===== src/rtl/imem_fetch_pkg.sv =====
// Shared types and constants for the instruction fetch sequencer.
package imem_fetch_pkg;
  localparam int PC_W    = 16;
  localparam int INSTR_W = 16;
  localparam logic [INSTR_W-1:0] NOP_INSTR = 16'h0000;

  typedef enum logic [1:0] {
    IDLE  = 2'd0,
    RUN   = 2'd1,
    FAULT = 2'd2
  } fetch_state_e;

  typedef struct packed {
    logic [PC_W-1:0]    pc;
    logic [INSTR_W-1:0] instr;
  } fq_entry_t;
endpackage


===== src/rtl/imem_fetch_ctrl_fetch_queue.sv =====
// Small ring-buffer FIFO of fetched {pc, instr} entries with flush.
// Push and pop in the same cycle are legal, including when full.
module fetch_queue
  import imem_fetch_pkg::*;
#(
  parameter int FQ_DEPTH = 2,
  parameter int CNT_W    = $clog2(FQ_DEPTH + 1)
) (
  input  logic             clk,
  input  logic             rst,
  input  logic             push,
  input  fq_entry_t        push_data,
  input  logic             pop,
  input  logic             flush,
  output logic [CNT_W-1:0] count,
  output fq_entry_t        head
);
  localparam int PTR_W = (FQ_DEPTH > 1) ? $clog2(FQ_DEPTH) : 1;

  fq_entry_t        mem [FQ_DEPTH];
  logic [PTR_W-1:0] rd_ptr, wr_ptr;

  function automatic logic [PTR_W-1:0] ptr_inc(input logic [PTR_W-1:0] p);
    return (p == PTR_W'(FQ_DEPTH - 1)) ? '0 : p + PTR_W'(1);
  endfunction

  assign head = mem[rd_ptr];

  // Storage: when full with push+pop, the slot written is the one being popped.
  always_ff @(posedge clk) begin
    if (push && !flush) mem[wr_ptr] <= push_data;
  end

  // Pointers and occupancy; flush discards everything.
  always_ff @(posedge clk or posedge rst) begin
    if (rst) begin
      rd_ptr <= '0;
      wr_ptr <= '0;
      count  <= '0;
    end else if (flush) begin
      rd_ptr <= '0;
      wr_ptr <= '0;
      count  <= '0;
    end else begin
      if (push) wr_ptr <= ptr_inc(wr_ptr);
      if (pop)  rd_ptr <= ptr_inc(rd_ptr);
      if (push && !pop)      count <= count + CNT_W'(1);
      else if (pop && !push) count <= count - CNT_W'(1);
    end
  end
endmodule


===== src/rtl/imem_fetch_ctrl.sv =====
// Fetch sequencer for the combinational instruction ROM: owns the PC,
// issues ROM reads into a fetch queue, and hands words to decode.
// Optional FETCH_BOUNDS_CHECK_EN: out-of-range fetches park in FAULT;
// without it the ROM address wraps modulo IMEM_DEPTH.
module imem_fetch_ctrl
  import imem_fetch_pkg::*;
#(
  parameter logic [PC_W-1:0] RESET_PC   = 16'h0000,
  parameter int              IMEM_DEPTH = 512,
  parameter int              FQ_DEPTH   = 2
) (
  input  logic               clk,
  input  logic               rst,
  input  logic               start_i,
  input  logic               redirect_valid_i,
  input  logic [PC_W-1:0]    redirect_pc_i,
  output logic [PC_W-1:0]    imem_addr_o,
  output logic               imem_oe_o,
  input  logic [INSTR_W-1:0] imem_data_i,
  output logic               instr_valid_o,
  output logic [INSTR_W-1:0] instr_o,
  output logic [PC_W-1:0]    instr_pc_o,
  input  logic               instr_ready_i,
  output logic               busy_o,
  output logic               fault_o
);
  localparam int CNT_W = $clog2(FQ_DEPTH + 1);

  fetch_state_e     state, state_nxt;
  logic [PC_W-1:0]  pc, pc_nxt;
  logic [CNT_W-1:0] fq_count;
  fq_entry_t        head, push_entry;
  logic             pop, room, in_range;

  assign pop  = instr_valid_o && instr_ready_i;
  // A full queue still has room when its head leaves this cycle.
  assign room = (fq_count < CNT_W'(FQ_DEPTH)) || pop;

`ifdef FETCH_BOUNDS_CHECK_EN
  assign in_range = ({1'b0, pc} < 17'(IMEM_DEPTH));
  assign fault_o  = (state == FAULT);
`else
  assign in_range = 1'b1;
  assign fault_o  = 1'b0;
`endif

  assign push_entry = '{pc: pc, instr: imem_data_i};

  fetch_queue #(.FQ_DEPTH(FQ_DEPTH)) u_fq (
    .clk       (clk),
    .rst       (rst),
    .push      (imem_oe_o),
    .push_data (push_entry),
    .pop       (pop),
    .flush     (redirect_valid_i),
    .count     (fq_count),
    .head      (head)
  );

  assign instr_valid_o = (fq_count != '0);
  assign instr_o       = instr_valid_o ? head.instr : NOP_INSTR;
  assign instr_pc_o    = instr_valid_o ? head.pc : '0;
  assign busy_o        = (state != IDLE) || instr_valid_o;

  // State, PC and registered ROM address.
  always_ff @(posedge clk or posedge rst) begin
    if (rst) begin
      state       <= IDLE;
      pc          <= RESET_PC;
      imem_addr_o <= '0;
    end else begin
      state <= state_nxt;
      pc    <= pc_nxt;
`ifdef FETCH_BOUNDS_CHECK_EN
      imem_addr_o <= pc_nxt;
`else
      imem_addr_o <= pc_nxt & PC_W'(IMEM_DEPTH - 1);
`endif
    end
  end

  // Next state: redirect outranks start; out-of-range PC in RUN faults.
  always_comb begin
    state_nxt = state;
    case (state)
      IDLE:    if (!redirect_valid_i && start_i) state_nxt = RUN;
      RUN:     if (!redirect_valid_i && !in_range) state_nxt = FAULT;
      FAULT:   if (redirect_valid_i) state_nxt = RUN;
      default: state_nxt = IDLE;
    endcase
  end

  // Issue decision and PC advance.
  always_comb begin
    imem_oe_o = (state == RUN) && !redirect_valid_i && room && in_range;
    pc_nxt    = pc;
    if (redirect_valid_i) pc_nxt = redirect_pc_i;
    else if (imem_oe_o)   pc_nxt = pc + PC_W'(1);
  end
endmodule


===== config.mk =====
export PLATFORM = sky130hd
export DESIGN_NAME = imem_fetch_ctrl
export DESIGN_NICKNAME = d
export VERILOG_FILES = /design/src/rtl/imem_fetch_pkg.sv /design/src/rtl/imem_fetch_ctrl_fetch_queue.sv /design/src/rtl/imem_fetch_ctrl.sv
export SDC_FILE = /design/constraint.sdc
export NUM_CORES = 1
export LEC_CHECK = 0
export BUFFER_PORTS_ARGS = -buffer_cell sky130_fd_sc_hd__buf_2
export CAP_MARGIN = 40
export CORE_MARGIN = 3
export CORE_UTILIZATION = 45
export DETAILED_ROUTE_END_ITERATION = 7
export GPL_TIMING_DRIVEN = 0
export PLACE_DENSITY = 0.69
export SYNTH_ARGS = -nofsm -noshare
export SYNTH_HDL_FRONTEND = slang
export SYNTH_SLANG_ARGS = --single-unit

===== constraint.sdc =====
create_clock -name clk -period 4.2 [get_ports clk]
set_input_delay 0.42 -clock clk [delete_from_list [all_inputs] [get_ports clk]]
set_output_delay 0.42 -clock clk [all_outputs]
set_load 0.02 [all_outputs]

# Word level (Yosys, flattened, before mapping)
# Memories as Yosys holds them, arrays and structs flattened.
# Index checks and enable logic that the tools add are counted.
[word_totals]
ff_bits = 22
ram_bits = 64
out_inout_bits = 52
n_memories = 1
[classes]
n_addsub = 5
order_cmp = 1
eq_ne = 4
mux = 18
n_bitwise = 1
reduce_logical = 19
[memory_table]
columns = ["memory", "words", "word_bits", "read_ports", "rd_clocked_by_memory_dff", "wr", "line", "text"]
rows = [
  ["u_fq.mem", 2, 32, 1, 0, 1, "imem_fetch_ctrl_fetch_queue.sv:20", "fq_entry_t mem [FQ_DEPTH];"],
]
[op_table]
columns = ["operator", "count"]
rows = [
  ["2-to-1 mux 16 bit", 4],
  ["adder 16 x 1 -> 16 bit (second input constant)", 1],
  ["2-to-1 mux 2 bit", 5],
  ["2-to-1 mux 1 bit", 8],
  ["nonzero test 2 bit", 4],
  ["logical AND 1 bit", 7],
  ["case mux 2 bit (3 select lines)", 1],
  ["!= test 2 bit (second input constant)", 2],
  ["logical NOT 1 bit", 3],
  ["AND reduction 3 bit", 1],
  ["nonzero test 3 bit", 1],
  ["adder 1 bit (second input constant)", 2],
  ["adder 2 x 1 -> 2 bit (second input constant)", 1],
  ["equality test 2 x 1 -> 1 bit (second input constant)", 1],
  ["equality test 2 bit (second input constant)", 1],
  ["logical NOT 2 bit", 1],
  ["logical OR 1 bit", 2],
  ["< comparator 2 bit (second input constant)", 1],
  ["subtractor 2 x 1 -> 2 bit (second input constant)", 1],
  ["NOT 1 bit", 1],
]

# Longest topological paths before layout
# Gate-level depths: netlist of the first run.
[depth]
ltp_word = 9
ltp_mapped = 6
ltp_nobuf = 5

# Hierarchy
# Synthesis of the first run repeated with hierarchy kept, for this count alone.
[unflattened]
cells_unflattened = 292
hier_area_um2 = 4020.1
[by_module_without_submodules]
columns = ["mod", "n_inst", "cells_each", "area_per_inst_um2", "seq_area_each_um2"]
rows = [
  ["fetch_queue", 1, 120, 2656.3, 2021.9],
  ["imem_fetch_ctrl", 1, 172, 1363.8, 425.4],
]

# Worst setup path after synthesis of the first run
# OpenSTA, ideal clock, no wires.
[synth_timing]
path_type = "input to register"
from = "input instr_ready_i"
to = "memory u_fq.mem[0][0] (netlist bit) (enable)"
t_arrival_ns = 3.051
required_ns = 3.739
path_slack_ns = 0.688
stages = 4
path_buffers = 1
cell_sequence = "nand2b_1 buf_2 nand2_1 nor3_1"
[synth_via]
elab_chain_len = 6
[synth_rtl]
columns = ["item", "line", "text"]
rows = [
  ["start, declared", "imem_fetch_ctrl.sv:23", "input logic instr_ready_i,"],
  ["logical AND 1 bit", "imem_fetch_ctrl.sv:35", "assign pop = instr_valid_o && instr_ready_i;"],
  ["logical OR 1 bit", "imem_fetch_ctrl.sv:37", "assign room = (fq_count < CNT_W'(FQ_DEPTH)) || pop;"],
  ["logical AND 1 bit", "imem_fetch_ctrl.sv:95", "imem_oe_o = (state == RUN) && !redirect_valid_i && room && in_range;"],
  ["logical AND 1 bit", "imem_fetch_ctrl_fetch_queue.sv:31", "if (push && !flush) mem[wr_ptr] <= push_data;"],
  ["2-to-1 mux 1 bit", "imem_fetch_ctrl_fetch_queue.sv:31", ""],
  ["2-to-1 mux 1 bit (not written as such)", "imem_fetch_ctrl_fetch_queue.sv:31", ""],
  ["end, declared", "imem_fetch_ctrl_fetch_queue.sv:20", ""],
]
# No other way between the ends.

# Final worst setup path of the first run
[layout_timing]
from = "register u_fq.count[1]"
to = "output instr_pc_o[8]"
[layout_via]
elab_chain_len = 2
[layout_rtl]
columns = ["item", "line", "text"]
rows = [
  ["start, declared", "imem_fetch_ctrl_fetch_queue.sv:15", "output logic [CNT_W-1:0] count,"],
  ["start signal, assigned", "imem_fetch_ctrl_fetch_queue.sv:47", "if (push && !pop) count <= count + CNT_W'(1);"],
  ["start signal, assigned", "imem_fetch_ctrl_fetch_queue.sv:48", "else if (pop && !push) count <= count - CNT_W'(1);"],
  ["nonzero test 2 bit", "imem_fetch_ctrl.sv:60", "assign instr_valid_o = (fq_count != '0);"],
  ["2-to-1 mux 16 bit", "imem_fetch_ctrl.sv:62", "assign instr_pc_o = instr_valid_o ? head.pc : '0;"],
  ["end, declared", "imem_fetch_ctrl.sv:22", "output logic [PC_W-1:0] instr_pc_o,"],
]
# No other way between the ends.

==> summary.md, run 1 <==
The worst vdd rail ir drop came out at 0.173 mV. The logs give 0 for the number of setup buffers added after CTS and 0 for the max capacitance violation total. The logs give 2386 for the via count of the first global-routing pass and 4 for the first-pass detailed-route iteration total. The mean routed wirelength per cell was 14.6 um; the reg2reg setup slack was 1.99 ns.

The number of antenna diodes in the final layout is 0. The path with the worst hold slack has its endpoint at u_fq.mem[1][5]. At the worst endpoint, the required time is 3.78 ns.

The count of nets left with antenna violations once routing finished came out at 0. The run gives 0.00245 mm^2 as the area taken by flip-flops and latches. The detailed router's first-iteration violation count came out at 89. Placed wire-length estimate: 5020 um.

In this run the critical register-to-register path is captured at u_fq.mem[1][4]. The first global-routing pass estimated 11900 um of wire. The cell sitting at the root of the clock tree is a clkbuf_8.

The final max-slew violation count was 0; the area of the die was 0.00940 mm^2. The tools report the post-layout net count as 430. CTS built an H-tree with a depth of 3. In this run the mean area of a mapped cell was 12.9 um^2. Traced cell by cell, the critical path runs through nor2_1, clkbuf_1, nor2_1, buf_2. The clock net in this run drives a total of 85 sinks. The area growth from synthesis to layout was 22.0%. The logs give 2 for the maximum clock path buffer count and 288 for the cell count after synthesis. Entering global routing, the biggest net connects 33 pins.

In the routed design, unresolved DRC markers number 0. The kind of cell with the highest combined delay along the critical path is buffers and inverters. Summed over all instances, the cell type with the most area after synthesis is edfxtp_1. In the post-synthesis netlist, the biggest area contributors are edfxtp_1 52%, dfrtp_1 14%, mux2i_1 9.1%. Cell with the biggest individual delay on the critical path: dfrtp_1. Setup repair after global routing left no endpoint under its margin.

Buffers inserted during clock tree synthesis total 9. Number of flops mapped to enable cells by yosys: 64. The clock arrives with 0.00547 ns of skew. The commonest register cell after synthesis was edfxtp_1.

After synthesis the cells add up to 0.00372 mm^2. Power spread over the standard cell area amounts to 440 mW/mm^2. Across every metal layer, demand over resource in global routing totals 16.3%. The total number of vias came out at 2448. Using the TritonRoute via totals, the vias-per-cell ratio works out to 4.91. Clock-pin slew was measured on the worst setup and hold paths at 0.08 ns.

After routing, the total negative slack on setup checks comes to 0 ns. Ranked by instance count, the synthesized netlist is headed by 64 x edfxtp_1, 45 x nor2_1, 34 x mux2i_1. TritonCTS built the clock tree. The die height was 97.0 um. In this design, the critical path's most frequently occurring cell is nor2_1.

In this run the core area contains 32 standard-cell rows. The delay contributed by the slowest stage of the critical path is 0.45 ns. The combined area of the multi-input logic cells was 0.00110 mm^2; the total instance count after detailed placement was 481. Measured against its own limit, the worst slew margin works out to 46.6%. The final non-filler cell total was 499; the I/O pin count was 89. The number of cells on the worst hold path is 1. The share of flip-flops with an asynchronous set or reset was 24.7%. Input and output buffers added on the ports amount to 80. The fmax was 431 MHz. Total power for the finished layout comes to 2000 uW. The worst path uses 55.2% of the clock period.

Worst reg2reg path depth: 5. The transition time of the tightest slew-check pin was 0.801 ns. The yosys synthesis warning count is 0. The final critical-path required period is 2.32 ns. The startpoint-to-endpoint class of the critical path was flip-flop to output pin.

For the number of antenna violations at the first check in global routing, the log shows 0. The worst register-to-register path begins at u_fq.count[1]. STA classifies the critical path endpoint as an output pin. Global routing finished with a remaining overflow of 0.

The top cell type by area accounts for 51.6% of the synthesized area. The synthesized design contains 85 register bits. The filler cells instantiated in the layout total 702.

The run gives 1.90 ns as the data arrival time of the worst path. The part of the Yosys area used for sequential elements is 65.7%, and the final RePlAce weighted congestion is 0.751. The core region is 0.00789 mm^2. The worst hold path begins at imem_data_i[5]. The path class of the tightest hold or removal check is input pin to flip-flop. Summed over all cells, the static leakage comes to 0.00188 uW.

Setup violations remaining at the end of the flow were counted as 0. The count of endpoints failing hold in the final timing report is 0, and the overall die width is 97.0 um. Together, buffers and inverters on the worst path number 2. Gates resized during post-CTS repair numbered 0.

Final hold analysis gives a worst-case slack of 0.257 ns. In the final layout, the share of cells above drive strength 1 is 32.2%. The initial cell density of the core was 47.2%; the hold buffer count at CTS was 1. The most frequently used cell type in the post-synthesis netlist is edfxtp_1. Wires add up to 7270 um.

The later pin in the worst-skew pair is clocked with a latency of 0.35 ns. The number of distinct standard cells referenced by the synthesized netlist is 36. The critical path startpoint category was a flip-flop.

The run finished with clean final reports. Largest fanout on the critical path: 10.
## layout by cell type (no fill, tap or decap), types with 3 or more instances in the layout
| master | count |
|---|---|
| nand2_1 | 14 |
| or4_1 | 4 |
| o31ai_1 | 4 |
| nand4_1 | 5 |
| conb_1 | 8 |
| clkbuf_1 | 11 |
| buf_6 | 3 |
| edfxtp_1 | 64 |
| and3_1 | 3 |
| inv_1 | 5 |
| a31oi_1 | 7 |
| nand3_1 | 6 |
| o21ai_0 | 12 |
| mux2i_1 | 34 |
| nor2_1 | 45 |
| nand2b_1 | 4 |
| clkbuf_8 | 9 |
| buf_4 | 19 |
| xor2_1 | 8 |
| dfrtp_1 | 21 |
| buf_2 | 84 |
## worst max-delay path by stage
stage                     cells after the start          start             end
after floorplan                               4  instr_ready_i  u_fq.mem[0][0]
after global placement                        5  instr_ready_i  u_fq.mem[0][5]
after detailed placement                      7  instr_ready_i  u_fq.mem[0][0]
after CTS                                     6  u_fq.count[1]  u_fq.mem[0][3]
after global routing                          4  u_fq.count[1]      instr_o[3]
final                                         4  u_fq.count[1]   instr_pc_o[8]
## kinds of logic (layout without fill, tap and decap cells)
group | Yosys count | in the layout | synth area share, %
adder cells (fa/ha/maj) | 1 | 1 | 0.336
AO/OA/AOI/OAI | 27 | 27 | 4.30
XOR/XNOR | 10 | 10 | 2.35
buffers and inverters | 36 | 138 | 5.68
other | 1 | 8 | 0.101
flip-flops | 85 | 85 | 65.7
AND/OR/NAND/NOR | 93 | 93 | 12.1
multiplexers | 35 | 35 | 9.44
## state kept, by name, summed over array words and instances (netlist names)
signal,flops
u_fq.wr_ptr,1
u_fq.count,2
state,1
pc,16
u_fq.rd_ptr,1
u_fq.mem,64
## stage by stage
step                worst slack, ns  instance area (um^2)  util (%)
global route                   1.68                  4540      57.6
detailed placement             1.55                  4340      55.0
global placement             -0.902                  4280      54.2
finish                         1.88                  4540      57.6
CTS                            1.64                  4540      57.5
floorplan                     0.688                  3750         -
## routing by layer
| layer | global-route usage (%) | part of all wire, % | wire (um) | up-vias |
|---|---|---|---|---|
| met5 | 0 | 0 | 0 | - |
| met4 | 7.24 | 1.6 | 119 | 0 |
| met3 | 3.89 | 4.6 | 331 | 8 |
| met2 | 26.1 | 49 | 3550 | 60 |
| met1 | 21.1 | 45 | 3270 | 1159 |
| li1 | - | - | - | 1221 |
## power breakdown
group / leakage, uW / internal (uW) / switching (uW) / total (uW)
sequential: 0.000845 / 993 / 47.7 / 1040
combinational: 0.000941 / 160 / 252 / 412
clock: 0.0000947 / 272 / 273 / 545
## cell type report
type | count | area share (%)
clock buffers | 11 | 2.89
inverters | 5 | 0.413
plain buffers | 31 | 4.24
well taps | 102 | 2.81
repair buffers | 86 | 10.5
clock inverters | 5 | 1.16
multi-input cells | 174 | 24.2
flip-flops and latches | 85 | 53.9
Note: power is estimated with default switching activity, not from simulation.
==> inputs of run 2 (changes only) <==
- clock period: 4.2 -> 2.4 ns (I/O delays scaled with it)
==> run 2 against run 1 <==
Via count increased by 1.8%. Register-to-register slack got worse by 1.6 ns. Core utilization about the same. Hold slack got worse by 0.21 ns. First-iteration DRC count increased by 6.7%. Sequential cell count unchanged. Count of clock-buffer cells in the layout unchanged. Critical path type unchanged.
==> summary.md, run 2 (same netlist as run 1, synthesis figures left out) <==
The pin count of the biggest net entering global routing is 33 (unchanged). The number of flip-flops under the largest register name was 64 (unchanged); the worst-skew pair later-pin latency was 0.34 ns (was 0.35 ns). The clock transition at the registers of the reported paths was 0.08 ns (about the same).

Based on the critical path, the design can be clocked at up to 467 MHz. Share of layout cells above drive strength 1: 32.6% (was 32.2%). The final RePlAce weighted congestion is 0.748 (was 0.751), and the placeable core region is 0.00789 mm^2 (unchanged). The via density per instance was 5.00 (was 4.91). The run gives 0.0454 ns (was 0.257 ns) as the worst hold slack. The largest fanout on the critical path works out to 10 (unchanged). The clock sink count was 85 (unchanged).

The tools report the category of the worst setup path capture point as an output pin (unchanged). The count of endpoints failing hold in the final timing report was 0 (unchanged). Detailed router's first-iteration violation count: 95 (was 89).

The run gives 0.00188 uW (about the same) as the leakage power total. The post-layout net count is 429 (was 430). Setup repair after global routing left no endpoint under its margin. Registers with the most flip-flops: u_fq.mem x64, pc x16, u_fq.count x2 (unchanged). The area growth from synthesis to layout came out at 22.1% (was 22.0%). The overall die width is 97.0 um (unchanged), and the post-route antenna net violation count is 0 (unchanged).

The logs give 0 (unchanged) for the count of unresolved DRC violations after routing and 15.6% (was 16.3%) for the global routing usage summed across all routing layers. The tools report the initial cell density of the core as 47.2% (unchanged). Commonest non-fill, non-tap cell in the layout: buf_2 (unchanged). The fill cell instance count of the final layout was 677 (was 702). The data arrival time of the worst path is 1.90 ns (about the same), and the number of antenna violations at the first check in global routing is 0 (unchanged).

The cell area after layout was 0.00455 mm^2 (was 0.00454 mm^2); the first-pass detailed-route iteration total was 4 (unchanged). Antenna diode count: 0 (unchanged). The area of the die is 0.00940 mm^2 (unchanged), and the I/O pin count is 89 (unchanged).

Commonest non-fill, non-tap cells in the layout: 84 x buf_2, 64 x edfxtp_1, 45 x nor2_1 (unchanged). The run gives 4910 um (was 5020 um) as the placed wire-length estimate. Critical path startpoint category: a flip-flop (unchanged). For the maximum clock path buffer count, the log shows 2 (unchanged). Register bank with the most flops: u_fq.mem (unchanged). Die height: 97.0 um (unchanged).

Startpoint-to-endpoint class of the critical path: flip-flop to output pin (unchanged). The critical path data required time was 2.16 ns (was 3.78 ns). Headroom to the max-slew limit: 45.5% (was 46.6%).

The worst setup path startpoint is u_fq.count[1] (unchanged). The clock buffer count from CTS was 9 (unchanged). For the count of final setup violators, the log shows 0 (unchanged). TritonCTS built the clock tree. The run gives 32 (unchanged) as the number of rows created at floorplan. The tools report the worst reg2reg path startpoint as u_fq.count[1] (unchanged). Final critical-path required period: 2.14 ns.

The transition time of the tightest slew-check pin is 0.816 ns (was 0.801 ns), and the H-tree depth reported by CTS is 3 (unchanged). The logs give 0.345 mV (was 0.173 mV) for the worst vdd rail ir drop and 11600 um (was 11900 um) for the global-route wire length before repair. The worst setup skew after layout was 0.0112 ns (was 0.00547 ns). The run gives 0 (unchanged) as the global route total overflow. The total power per unit cell area works out to 791 mW/mm^2 (was 440 mW/mm^2). The run finished with clean final reports. The total number of vias is 2492 (was 2448), and the via count of the first global-routing pass is 2388 (was 2386).

Number of buffers inserted by port buffering: 80 (unchanged). The post-detailed-routing wire length was 7190 um (was 7270 um). The worst hold path class is input pin to async pin (was input pin to flip-flop). The tools report the final max-slew violation count as 0 (unchanged).

The root cell of the clock tree is clkbuf_8 (unchanged). For the max capacitance violation total, the log shows 0 (unchanged). Dividing the final minimum period by the clock period gives 89.1%.

The cell area after placement is 0.00431 mm^2 (was 0.00434 mm^2), and the mean routed wirelength per cell is 14.4 um (was 14.6 um).
[run 2: layout make-up]
| type | instances | area [um^2] | area share [%] |
|---|---|---|---|
| timing repair buffer | 85 | 445 | 9.80 |
| clock buffer | 11 | 131 | 2.89 |
| clock inverter | 5 | 77.6 | 1.71 |
| buffer | 31 | 193 | 4.24 |
| sequential | 85 | 2450 | 53.8 |
| tap | 102 | 128 | 2.81 |
| multi-input combinational | 174 | 1100 | 24.3 |
| inverter | 5 | 18.8 | 0.413 |
[run 2: power by group]
part           internal, uW  total (uW)  switching (uW)
Combinational           279         718             439
Clock                   583        1060             472
Sequential             1740        1820            84.3
[run 2: worst paths after layout]
check,endpoint,slack [ns],depth (start not counted)
min,u_fq.wr_ptr,0.05,2
max in group asynchronous,u_fq.rd_ptr,1.84,2
min in group clk,u_fq.mem[0][13],0.08,1
min reg2reg,u_fq.mem[0][30],0.53,0
max,instr_pc_o[8],0.26,4
max reg2reg,u_fq.mem[1][20],0.37,5
[run 2: repair_timing]
action,CTS,global route
buffers inserted,0,4
hold buffers,0,0
setup endpoints to repair,0,50
resized for setup,0,1
[run 2: per-layer routing]
metal	global-route usage, %	vias up	share of wire (%)
met4	7.34	0	1.8
met5	0	-	0
met3	2.67	11	5.8
met2	25.4	78	49
li1	-	1217	-
met1	20.5	1186	43
[run 2: through the flow]
step	total power (uW)	setup TNS, ns	setup WS (ns)	util, %	cells
2_1_floorplan	2330	0	0.275	-	295
3_3_place_gp	2550	-6.82	-0.215	54.4	477
3_5_place_dp	2570	0	0.170	54.6	478
4_1_cts	3610	0	0.117	57.2	494
5_1_grt	3770	0	0.0962	57.6	498
6_report	3590	0	0.261	57.6	498
[run 2: worst max-delay path, stage by stage (launching register included)]
cell	delay [ns]
dfrtp_1	0.45
nor2_1	0.36
clkbuf_1	0.42
nor2_1	0.14
buf_2	0.19
